==> src/rtl/mod_pkg.sv <==
// mod_pkg: shared types and helpers for the modular arithmetic datapath.
package mod_pkg;
    localparam int MOD_BW = 32;
    typedef enum logic [1:0] {IDLE, RUN, DONE} mod_mul_state_t;
    // Single conditional subtract; valid whenever x < 2*m.
    function automatic logic [MOD_BW:0] mod_reduce1(input logic [MOD_BW:0] x, input logic [MOD_BW:0] m);
        return (x >= m) ? x - m : x;
    endfunction
endpackage

==> src/rtl/mod_dbl_add_step.sv <==
// mod_dbl_add_step: one interleaved iteration, ((2*acc mod M) + b*A) mod M.
module mod_dbl_add_step
    import mod_pkg::*;
#(
    parameter int BITWIDTH = MOD_BW
) (
    input  logic [BITWIDTH-1:0] acc_i,
    input  logic [BITWIDTH-1:0] a_i,
    input  logic [BITWIDTH-1:0] m_i,
    input  logic                b_i,
    output logic [BITWIDTH-1:0] acc_o
);
    logic [BITWIDTH:0] m_x;
    logic [BITWIDTH:0] dbl;
    logic [BITWIDTH:0] sum;
    // Intermediates stay below 2M, so one extra bit and one subtract suffice.
    assign m_x   = {1'b0, m_i};
    assign dbl   = mod_reduce1({acc_i, 1'b0}, m_x);
    assign sum   = dbl + (b_i ? {1'b0, a_i} : '0);
    assign acc_o = BITWIDTH'(mod_reduce1(sum, m_x));
endmodule

==> src/rtl/mod_mul_interleaved.sv <==
// mod_mul_interleaved: sequential (A*B) mod M, MSB-first double-and-add,
// one multiplier bit per cycle behind valid/ready handshakes.
module mod_mul_interleaved
    import mod_pkg::*;
#(
    parameter int BITWIDTH = MOD_BW,
    parameter int CNTW     = $clog2(BITWIDTH)
) (
    input  logic                iClk,
    input  logic                iRstN,
    input  logic                iClr,
    input  logic                iValid,
    output logic                oReady,
    input  logic [BITWIDTH-1:0] iA,
    input  logic [BITWIDTH-1:0] iB,
    input  logic [BITWIDTH-1:0] iMod,
    output logic                oValid,
    input  logic                iReady,
    output logic [BITWIDTH-1:0] oData
);
    mod_mul_state_t    state_q;
    logic [BITWIDTH-1:0] a_q, b_q, m_q, acc_q, acc_d;
    logic [CNTW-1:0]     cnt_q;
    logic                valid_q;

    mod_dbl_add_step #(.BITWIDTH(BITWIDTH)) u_step (
        .acc_i(acc_q),
        .a_i  (a_q),
        .m_i  (m_q),
        .b_i  (b_q[cnt_q]),
        .acc_o(acc_d)
    );

    always_ff @(posedge iClk or negedge iRstN) begin
        if (!iRstN) begin
            state_q <= IDLE;
            a_q     <= '0;
            b_q     <= '0;
            m_q     <= '0;
            acc_q   <= '0;
            cnt_q   <= '0;
            valid_q <= 1'b0;
        end else if (iClr) begin
            state_q <= IDLE;
            acc_q   <= '0;
            cnt_q   <= '0;
            valid_q <= 1'b0;
        end else begin
            case (state_q)
                IDLE: if (iValid) begin
                    a_q     <= iA;
                    b_q     <= iB;
                    m_q     <= iMod;
                    acc_q   <= '0;
                    cnt_q   <= CNTW'(BITWIDTH - 1);
                    state_q <= RUN;
                end
                RUN: begin
                    acc_q <= acc_d;
                    if (cnt_q == '0) begin
                        state_q <= DONE;
                        valid_q <= 1'b1;
                    end else begin
                        cnt_q <= cnt_q - 1'b1;
                    end
                end
                DONE: if (iReady) begin
                    state_q <= IDLE;
                    valid_q <= 1'b0;
                end
                default: state_q <= IDLE;
            endcase
        end
    end

    assign oReady = (state_q == IDLE);
    assign oValid = valid_q;
    assign oData  = acc_q;
endmodule
==> config.mk <==
export PLATFORM = sky130hd
export DESIGN_NAME = mod_mul_interleaved
export DESIGN_NICKNAME = d
export VERILOG_FILES = /design/src/rtl/mod_pkg.sv /design/src/rtl/mod_dbl_add_step.sv /design/src/rtl/mod_mul_interleaved.sv
export SDC_FILE = /design/constraint.sdc
export NUM_CORES = 1
export LEC_CHECK = 0
export ABC_CLOCK_PERIOD_IN_PS = 19660
export CORE_ASPECT_RATIO = 0.75
export CORE_MARGIN = 4
export CORE_UTILIZATION = 39
export CTS_CLUSTER_SIZE = 8
export DETAILED_ROUTE_END_ITERATION = 8
export PLACE_DENSITY = 0.67
export SLEW_MARGIN = 10
export SYNTH_ARGS = -nofsm -noshare
export SYNTH_HDL_FRONTEND = slang
export SYNTH_SLANG_ARGS = --single-unit
==> constraint.sdc <==
create_clock -name iClk -period 19.66 [get_ports iClk]
set_clock_uncertainty 0.1 [all_clocks]
set_input_delay 5.898 -clock iClk [delete_from_list [all_inputs] [get_ports iClk]]
set_output_delay 5.898 -clock iClk [all_outputs]
set_load 0.02 [all_outputs]
==> impl_metrics.ini <==
[outcome]
status = finished clean

[timing]
fmax_mhz = 105.8
period_share_pct = 48.07
tightest_slew_ns = 1.072
period_needed_ns = 9.451
setup_slack_ns = 10.21
setup_viol = 0
finalMaxSlewViolations = 0
hold_violations = 0
grt_setup_unrepaired = false
tns_ns = 0
timing.slew.headroom_pct = 28.27
whs_ns = 0.4003

[grt]
grt_pass1_vias = 9570
antenna_found_initial = 0
grt_max_degree = 97
gr-usage-all-layers_pct = 21.34
overflow = 0
grt_pass1_wl_mm = 53.76

[detailed_routing]
routed-via-count = 9927
vias_per_cell = 5.555
drc = 0
wl_per_cell_um = 18.72
drtIter0Drc = 783
drt-total-wl_mm = 33.45
ant_nets = 0
drtPass1Iterations = 5

[setup_path]
timing.rr.end = oData[18]$_DFFE_PN0P_
cp-start-kind = flip-flop
crit_type = reg -> reg
endpoint_kind = flip-flop
crit_fanout = 28
reg2reg_slack_ns = 10.21
cp.arrival_ns = 9.67
r2r_cells = 27
required_ns = 19.88
worstReg2RegStart = oData[13]$_DFFE_PN0P_

[cts]
numClockSinks = 136
post_cts_buffers = 0
ctsResizeCount = 0
clock_latency_ns = 0.44
htreeDepth = 4
cts_hold_buf = 0
cts_tree = built
cts_buffer_depth = 2
clkSlewWorstSetupHoldPaths_ns = 0.07
root_buffer = clkbuf_16
numCtsBuffers = 17

[yosys]
async_reset_ff_share_pct = 100.0
ys.flop_type = dfrtp_1
synth_nets = 1475
yosysWarnings = 0
synth-edff-count = 0
yosysUniqueCellTypes = 69
syn_area_per_cell_um2 = 8.799
ys_seq_area_share_pct = 30.38
syn_inst = 1273
synth_seq_cells = 136
synth_area_mm2 = 0.01120

[min_path]
min-delay-start = a_q[13]$_DFFE_PN0P_
hold_path_class = reg -> reg
min_to = a_q[13]$_DFFE_PN0P_
min_path_cells = 1

[place]
gp_congestion = 0.9730
post-dp-hpwl_mm = 25.76
place_area_mm2 = 0.01293
post-place-ws_ns = 10.47
portBuffers = 134

[die]
die_w_um = 203.7
ios = 135
die_height_um = 154.8
coreArea_mm2 = 0.02818
die_area_mm2 = 0.03152
start_util_pct = 39.74
row_count = 53

[final_layout]
final_nets = 1592
antenna_cells = 0
n_fill_cell = 2707
layout-drive-gt1-share_pct = 9.415
final_area_mm2 = 0.01355
areaGrowthSynthToFinish_pct = 20.93

[flow_run]
drv_cap = 0
==> final cells by class <==
class | count | area [µm²] | area share [%]
Multi-Input combinational cell | 1031 | 7411 | 54.71
Tap cell | 385 | 481.7 | 3.556
Clock buffer | 21 | 470.5 | 3.473
Sequential cell | 136 | 3403 | 25.12
Timing Repair Buffer | 142 | 1403 | 10.35
Clock inverter | 10 | 143.9 | 1.062
Inverter | 62 | 232.7 | 1.718
==> worst max path at each step <==
stage | from | to | slack (ns) | cells past startpoint
after floorplan | iClr | a_q[0]$_DFFE_PN0P_ | 11.96 | 5
after global placement | oData[13]$_DFFE_PN0P_ | oData[14]$_DFFE_PN0P_ | 10.64 | 27
after detailed placement | oData[13]$_DFFE_PN0P_ | oData[18]$_DFFE_PN0P_ | 10.47 | 27
after CTS | oData[13]$_DFFE_PN0P_ | oData[18]$_DFFE_PN0P_ | 10.44 | 27
after global routing | oData[13]$_DFFE_PN0P_ | oData[30]$_DFFE_PN0P_ | 9.66 | 27
final | oData[13]$_DFFE_PN0P_ | oData[18]$_DFFE_PN0P_ | 10.21 | 27
==> layout by cell type (no fill, tap or decap), types with 6 or more instances in the layout <==
cell type        netlist  routed
clkbuf_16              0      17
nand3_1               23      23
mux2_2                66      66
nand4_1               12      12
nor2b_1               45      45
o211ai_1               9       9
o21ai_1               27      27
nor3_1                14      14
inv_1                 62      62
a211oi_1              12      11
nand2_1              143     143
buf_4                  0       8
xnor2_1               48      48
xor2_1                33      33
nor2_1                60      59
mux2i_1               31      30
ha_1                  98      98
o31ai_1                8       8
mux4_2                10      10
o21a_1                16      16
and3_1                11      11
a21oi_1               92      92
dfrtp_1              136     136
clkdlybuf4s50_1        0     133
o21bai_1              16      16
nand2b_1              11      11
o21ai_0              119     119
a31oi_1                6       6
a21o_1                30      30
==> registers in the layout, summed over array words and instances, names as in the netlist <==
| signal | cells |
|---|---|
| m_q | 32 |
| cnt_q | 5 |
| a_q | 32 |
| b_q | 32 |
| oData | 32 |
| oValid | 1 |
| state_q | 2 |
==> critical path: stages, from the launching register on <==
cell       delay [ns]
dfrtp_1          0.41
ha_1             0.38
a21o_1           0.22
a2111oi_0        0.91
nor2_1           0.15
o31ai_2          0.15
a31oi_2          0.22
a211oi_4         0.94
o21ai_0          0.28
ha_1             0.44
nand4_1          0.18
nor4_1           0.30
nor2_1           0.12
o21ai_1          0.43
a221o_1          0.43
nand4_1          0.23
a221oi_1         0.38
xor2_1           0.36
ha_1             0.34
nand4_1          0.11
nor3_1           0.06
and3_1           0.18
a41oi_1          0.33
nand3_1          0.20
mux2i_4          0.67
buf_4            0.46
mux2i_1          0.27
o21ai_1          0.08
==> through the flow <==
step	cells	utilization, %
floorplan	1273	-
global placement	1756	45.88
detailed placement	1756	45.88
CTS	1787	48.06
global route	1787	48.06
finish	1787	48.06
==> synthesized netlist by cell type, drive strengths merged (5+ instances only) <==
| cell | number | area share [%] |
|---|---|---|
| a21oi | 93 | 4.3 |
| nor2 | 60 | 2.0 |
| o21a | 16 | 1.1 |
| a21boi | 5 | 0.34 |
| inv | 62 | 2.1 |
| xor2 | 33 | 2.6 |
| buf | 10 | 0.54 |
| a311oi | 5 | 0.39 |
| nand4 | 12 | 0.67 |
| mux4 | 10 | 2.0 |
| nor2b | 45 | 2.5 |
| o21ai | 146 | 6.5 |
| o21bai | 16 | 1.1 |
| and3 | 11 | 0.61 |
| a21o | 30 | 2.0 |
| and2 | 6 | 0.34 |
| ha | 98 | 11 |
| mux2 | 66 | 6.6 |
| dfrtp | 136 | 30 |
| a211o | 6 | 0.48 |
| nand2b | 11 | 0.61 |
| or3 | 5 | 0.28 |
| nand3 | 23 | 1.0 |
| o31ai | 9 | 0.65 |
| a31oi | 7 | 0.45 |
| a211oi | 12 | 0.80 |
| nand2 | 143 | 4.8 |
| o211ai | 10 | 0.71 |
| mux2i | 32 | 3.0 |
| and4 | 5 | 0.39 |
| xnor2 | 48 | 3.8 |
| clkbuf | 34 | 1.1 |
| nor3 | 14 | 0.63 |
==> logic make-up after synthesis <==
| group | count (synthesis) | share of synthesized area (%) |
|---|---|---|
| AND/OR/NAND/NOR | 353 | 15.01 |
| buffers and inverters | 106 | 3.753 |
| flip-flops | 136 | 30.38 |
| XOR/XNOR | 81 | 6.334 |
| multiplexers | 108 | 11.62 |
| AO/OA/AOI/OAI | 388 | 21.41 |
| adder cells (fa/ha/maj) | 101 | 11.48 |
==> per-layer routing <==
layer	up-vias	GRT usage, %	share of wire [%]
met5	-	0	0
met4	0	4.944	1.3
met3	30	3.836	7.1
met2	321	29.81	40
met1	4741	33.84	51
li1	4835	-	-
Power is not shown: default switching activity piles up to over one toggle a cycle in this logic, so the estimate is an artifact.
